`src/rtl/mdu_pkg.sv`:
```
// Shared definitions for the multiply/divide sequencer: operand width,
// op encodings, FSM states and the per-iteration algorithm select.
package mdu_pkg;

  localparam int MDU_WIDTH = 32;

  localparam logic [1:0] OP_MULTU = 2'd0;
  localparam logic [1:0] OP_DIVU  = 2'd1;
  localparam logic [1:0] OP_MTHI  = 2'd2;
  localparam logic [1:0] OP_MTLO  = 2'd3;

  typedef enum logic [1:0] {
    ST_IDLE,
    ST_MUL,
    ST_DIV,
    ST_DONE
  } mdu_state_t;

  typedef enum logic {
    MODE_MUL,
    MODE_DIV
  } mdu_mode_t;

endpackage

```
`src/rtl/mdu_step.sv`:
```
// One iteration of shift-add multiply or restoring divide.
// In divide mode the accumulator is {remainder, quotient}; the new quotient
// bit is returned separately and its slot in acc_o is left at zero.
module mdu_step
  import mdu_pkg::*;
#(
  parameter int WIDTH = MDU_WIDTH
) (
  input  mdu_mode_t          mode_i,
  input  logic [2*WIDTH-1:0] acc_i,
  input  logic [WIDTH-1:0]   mcand_i,
  input  logic               mplier_lsb_i,
  input  logic [WIDTH-1:0]   divisor_i,
  input  logic               dvd_bit_i,
  output logic [2*WIDTH-1:0] acc_o,
  output logic               qbit_o
);

  logic [WIDTH:0]   sum;
  logic [WIDTH:0]   remSh;
  logic [WIDTH+1:0] trial;

  // Both datapaths are computed each cycle; the mode picks which one advances.
  // The trial subtraction carries one extra bit so the remainder bit shifted
  // out of the top still takes part in the compare.
  always_comb begin
    sum    = {1'b0, acc_i[2*WIDTH-1:WIDTH]}
           + (mplier_lsb_i ? {1'b0, mcand_i} : {(WIDTH+1){1'b0}});
    remSh  = {acc_i[2*WIDTH-1:WIDTH], dvd_bit_i};
    trial  = {1'b0, remSh} - {2'b00, divisor_i};
    qbit_o = ~trial[WIDTH+1];
    if (mode_i == MODE_MUL) begin
      acc_o = {sum, acc_i[WIDTH-1:1]};
    end else begin
      acc_o = {(qbit_o ? trial[WIDTH-1:0] : remSh[WIDTH-1:0]),
               acc_i[WIDTH-2:0], 1'b0};
    end
  end

endmodule

```
`src/rtl/mdu_ctrl.sv`:
```
// Multi-cycle MULTU/DIVU sequencer owning HI/LO. MTHI/MTLO write in one
// cycle; MULTU/DIVU take WIDTH iterations and hold the front of the pipe
// through stall until the result is committed.
module mdu_ctrl
  import mdu_pkg::*;
#(
  parameter int WIDTH = MDU_WIDTH
) (
  input  logic             clk,
  input  logic             rst,
  input  logic             start,
  input  logic [1:0]       op,
  input  logic [WIDTH-1:0] rs_val,
  input  logic [WIDTH-1:0] rt_val,
  input  logic             flush,
  output logic             stall,
  output logic             busy,
  output logic             done,
  output logic             dz,
  output logic [WIDTH-1:0] hi,
  output logic [WIDTH-1:0] lo
);

  mdu_state_t         state_q;
  logic [5:0]         cnt_q;
  logic [2*WIDTH-1:0] acc_q;
  logic [WIDTH-1:0]   a_q;
  logic [WIDTH-1:0]   b_q;
  logic [WIDTH-1:0]   hi_q;
  logic [WIDTH-1:0]   lo_q;
  logic               done_q;
  logic               dz_q;

  mdu_mode_t          stepMode;
  logic [2*WIDTH-1:0] stepAcc;
  logic               qBit;
  logic [2*WIDTH-1:0] acc_d;
  logic               issue;

  mdu_step #(.WIDTH(WIDTH)) u_step (
    .mode_i       (stepMode),
    .acc_i        (acc_q),
    .mcand_i      (a_q),
    .mplier_lsb_i (b_q[0]),
    .divisor_i    (b_q),
    .dvd_bit_i    (a_q[WIDTH-1]),
    .acc_o        (stepAcc),
    .qbit_o       (qBit)
  );

  // Step mode, next accumulator with the quotient bit dropped in, and the
  // combinational request-cycle part of the stall.
  always_comb begin
    stepMode = (state_q == ST_DIV) ? MODE_DIV : MODE_MUL;
    acc_d    = {stepAcc[2*WIDTH-1:1], (state_q == ST_DIV) ? qBit : stepAcc[0]};
    issue    = (state_q == ST_IDLE) && start && !op[1] && !flush;
    stall    = issue || (state_q == ST_MUL) || (state_q == ST_DIV);
    busy     = (state_q == ST_MUL) || (state_q == ST_DIV);
  end

  assign done = done_q;
  assign dz   = dz_q;
  assign hi   = hi_q;
  assign lo   = lo_q;

  // Sequencer FSM: issue/MT writes in IDLE, iterate in MUL/DIV, one-cycle DONE.
  always_ff @(posedge clk) begin
    if (!rst) begin
      state_q <= ST_IDLE;
      cnt_q   <= '0;
      acc_q   <= '0;
      a_q     <= '0;
      b_q     <= '0;
      hi_q    <= '0;
      lo_q    <= '0;
      done_q  <= 1'b0;
      dz_q    <= 1'b0;
    end else begin
      done_q <= 1'b0;
      dz_q   <= 1'b0;
      case (state_q)
        ST_IDLE: begin
          if (start && !flush) begin
            case (op)
              OP_MULTU, OP_DIVU: begin
                a_q     <= rs_val;
                b_q     <= rt_val;
                cnt_q   <= '0;
                acc_q   <= '0;
                state_q <= (op == OP_MULTU) ? ST_MUL : ST_DIV;
              end
              OP_MTHI: hi_q <= rs_val;
              OP_MTLO: lo_q <= rs_val;
            endcase
          end
        end
        ST_MUL, ST_DIV: begin
          if (flush) begin
            state_q <= ST_IDLE;
          end else begin
            acc_q <= acc_d;
            if (state_q == ST_MUL) begin
              b_q <= b_q >> 1;
            end else begin
              a_q <= a_q << 1;
            end
            if (cnt_q == 6'(WIDTH - 1)) begin
              {hi_q, lo_q} <= acc_d;
              done_q       <= 1'b1;
              dz_q         <= (state_q == ST_DIV) && (b_q == '0);
              state_q      <= ST_DONE;
            end else begin
              cnt_q <= cnt_q + 6'd1;
            end
          end
        end
        ST_DONE: state_q <= ST_IDLE;
      endcase
    end
  end

endmodule

```
`config.mk`:
```
export PLATFORM = sky130hd
export DESIGN_NAME = mdu_ctrl
export DESIGN_NICKNAME = d
export VERILOG_FILES = /design/src/rtl/mdu_pkg.sv /design/src/rtl/mdu_step.sv /design/src/rtl/mdu_ctrl.sv
export SDC_FILE = /design/constraint.sdc
export NUM_CORES = 1
export LEC_CHECK = 0
export ABC_AREA = 1
export BUFFER_PORTS_ARGS = -buffer_cell sky130_fd_sc_hd__buf_2
export CORE_AREA = 2 2 217 219
export DETAILED_ROUTE_END_ITERATION = 8
export DIE_AREA = 0 0 219 221
export PLACE_DENSITY = 0.57
export SETUP_SLACK_MARGIN = 0.4
export SYNTH_ARGS = -nofsm -noshare
export SYNTH_HDL_FRONTEND = slang
export SYNTH_HIERARCHICAL = 1
export SYNTH_SLANG_ARGS = --single-unit
```
`constraint.sdc`:
```
create_clock -name clk -period 5.6 [get_ports clk]
set_clock_uncertainty 0.05 [all_clocks]
set_input_delay 0.28 -clock clk [delete_from_list [all_inputs] [get_ports clk]]
set_output_delay 0.28 -clock clk [all_outputs]
set_load 0.01 [all_outputs]
```
==> flow_metrics.py <==
metrics = {
    "synthesis": {
        "synth.distinct_cells": 41,
        "syn_inst": 2770,
        "ys.flop_type": "dfxtp_1",
        "ys_ff_latch": 202,
        "avgSynthCellArea_um2": 5.78,
        "synth_area_leader_cell": "dfxtp_1",
        "ys_top_cells_by_area": "dfxtp_1, nand2_1, inv_1",
        "synth_top_cell_area_share_pct": 25.3,
        "postSynth.asyncResetShare_pct": 0,
        "synth-edff-count": 0,
        "ys_warn_count": 6,
        "yosys-top-cells-count": "nand2_1, inv_1, nor2_1",
        "syn-cell-area_um2": 16000,
        "yosysMostFrequentCell": "nand2_1",
        "ys_seq_area_share_pct": 25.3,
        "syn_nets": 2911,
    },
    "worst_setup_path": {
        "worstPathMaxFanout": 25,
        "cp-end-kind": "register",
        "reg2regPathDepth": 21,
        "cp.required_ns": 5.99,
        "arrival_ns": 4.15,
        "cp-start-kind": "register",
        "crit_type": "reg -> reg",
    },
    "timing": {
        "finalSetupViolCount": 0,
        "hold_ws_ns": 0.0789,
        "slew_viol_final": 0,
        "fmax_mhz": 266,
        "finalCritPeriodShare_pct": 67.0,
        "rsz0062_at_grt": "no",
        "fin_crit_ns": 3.75,
        "fin_setup_tns_ns": 0,
        "slew_headroom_pct": 25.4,
        "max_slew.worst_pin.slew_ns": 1.12,
        "finalHoldViolations": 0,
    },
    "cells_and_area": {
        "fin_util_pct": 38.9,
        "fin_nets": 2966,
        "syn_to_final_growth_pct": 12.0,
        "n_fill_cell": 5232,
        "diodes": 0,
        "drive_gt1_share_pct": 9.25,
    },
    "grt": {
        "grt_first_pass_wirelength_um": 94100,
        "antenna_found_initial": 0,
        "grt_use_total_pct": 24.8,
        "grt_pass1_vias": 16700,
        "grt_start_max_net_pins": 90,
        "overflow": 0,
    },
    "route": {
        "wl_met3_um": 3490,
        "via_count": 17500,
        "met2_length_um": 27300,
        "antenna_left": 0,
        "m1WireLength_um": 27000,
        "drtIter0Drc": 1414,
        "drc": 0,
        "top_layer_used": "met4",
        "wirelength_um": 60500,
        "via_per_inst": 5.07,
        "first_pass_iters": 6,
        "wl_per_cell_um": 17.6,
    },
    "power_and_ir_drop": {
        "p_per_area_nw_per_um2": 494,
        "power_leakage_nw": 9.44,
        "pwr-share-comb_pct": 57.6,
        "switchingPower_mw": 4.47,
        "ir_drop_v": 0.000439,
        "seq_power_share_pct": 22.6,
        "power_frac_clock_pct": 19.8,
        "intPower_mw": 4.38,
        "power.share.switching_pct": 50.5,
    },
    "floorplan": {
        "initial_core_util_pct": 34.8,
        "die_y_um": 221,
        "num_rows": 79,
        "coreArea_um2": 46100,
        "pin_count": 138,
        "die_w_um": 219,
        "dieArea_um2": 48400,
    },
    "placement": {
        "io_buffer_count": 137,
        "dp_hpwl_um": 46600,
        "place.gp.congestion": 0.988,
    },
    "clock_tree": {
        "cts_max_level": 1,
        "cts.repair.resized": 0,
        "post-cts-setup-buffers": 0,
        "clockBufferDepth": 3,
        "clk_pin_slew_ns": 0.06,
        "cts.sinks": 202,
        "worstSkewPairLatency_ns": 0.55,
        "cts_tree": "yes",
        "hold_buffers": 1,
        "cts-root-buf": "clkbuf_16",
        "cts_made_buffers": 26,
    },
    "run": {
        "drv_cap": 0,
    },
    "min_path": {
        "hold_depth": 5,
        "min-delay-path-class": "in -> reg",
    },
    "outcome": {
        "status": "completed",
    },
}
[path summary, 6_finish.rpt]
kind                  start     end  slack (ns)
setup / recovery     b_q[0]  hi[27]        1.85
hold / removal    rs_val[0]  a_q[0]        0.08
setup reg to reg     b_q[0]  hi[27]        1.85
hold reg to reg      a_q[3]  a_q[3]        0.43
[per-stage QoR]
| stage | instances | area [um^2] | worst slack [ns] | power (mW) |
|---|---|---|---|---|
| 6_report | 3449 | 17900 | 1.85 | 8.85 |
| 5_1_grt | 3449 | 17900 | 1.46 | 9.61 |
| 4_1_cts | 3449 | 17900 | 1.90 | 8.85 |
| 3_5_place_dp | 3403 | 17000 | 1.92 | 7.07 |
| 3_3_place_gp | 3403 | 17000 | 1.84 | 7.04 |
| 2_1_floorplan | 2770 | 16000 | 2.91 | 5.70 |
[cells by family (layout without fill, tap and decap cells)]
| logic type | count (synthesis) | after routing | synth area share [%] |
|---|---|---|---|
| compound gates | 440 | 440 | 14.9 |
| flops | 202 | 202 | 25.3 |
| xor+xnor | 19 | 19 | 1.04 |
| buf+inv | 631 | 703 | 15.5 |
| fa+ha+maj | 71 | 71 | 5.64 |
| simple gates | 1407 | 1407 | 37.6 |
[metal layers]
metal  GRT usage [%]  vias to the layer above
met4            10.0                        0
met2            40.9                      500
met3            2.90                      114
li1                -                     8802
met5               0                        -
met1            32.8                     8060
[layout by cell type (no fill, tap or decap), types with 2 or more instances in the layout]
master / count
bufinv_16: 4
clkinv_2: 4
nand2_2: 9
o21ai_2: 2
o21bai_1: 35
nand3b_1: 31
o21ai_1: 2
clkbuf_8: 2
clkbuf_16: 26
or2_2: 12
nor2_2: 6
nand3_2: 8
xnor2_1: 14
inv_1: 481
xor2_1: 5
fa_1: 2
o21ai_0: 150
nor3_1: 9
ha_1: 67
nor2_1: 311
o21a_1: 29
nand2_1: 760
nand3_1: 159
and2_1: 3
nor3_2: 2
nand2_4: 2
buf_4: 19
dfxtp_1: 202
buf_2: 136
a21oi_1: 214
clkinv_1: 3
inv_2: 18
nor2_4: 4
nand4_1: 88
a21boi_0: 3
clkbuf_1: 6
[registers in the layout (all words and copies together), names as in the netlist]
name	count
b_q	32
a_q	32
state_q	2
dz	1
acc_q	64
cnt_q	6
hi	32
lo	32
done	1
[cell type report]
cell class	instances	area, um^2	share of cell area, %
Clock inverter	11	173	0.963
Inverter	502	1880	10.5
Multi-Input combinational cell	1937	9530	53.2
Sequential cell	202	4040	22.6
Clock buffer	34	701	3.91
Tap cell	607	759	4.24
Timing Repair Buffer	156	833	4.65
[worst max-delay path, cell delays in order (launching register included)]
cell	delay, ns
dfxtp_1	0.95
nand2_1	0.11
inv_1	0.09
ha_1	0.24
fa_1	0.33
nand3_1	0.11
nand2_1	0.19
nand2_1	0.07
nand2_1	0.22
nand2_1	0.08
nand2_1	0.24
nand2_1	0.16
nand2_1	0.10
nand2_1	0.05
nand3_1	0.07
nand2_1	0.06
nand2_1	0.07
inv_1	0.08
nor2_1	0.11
nand4_1	0.11
nand2_1	0.10
nor2_1	0.05
[power by group through the flow]
stage          Combinational [mW]  Sequential [mW]  Clock, mW
3_5_place_dp                 5.02             2.04          0
6_report                     5.10             2.00       1.75
5_1_grt                      5.73             2.04       1.84
4_1_cts                      5.06             2.01       1.78
3_3_place_gp                 5.01             2.04          0
2_1_floorplan                3.75             1.95          0
Power figures use the tool's default switching activity.
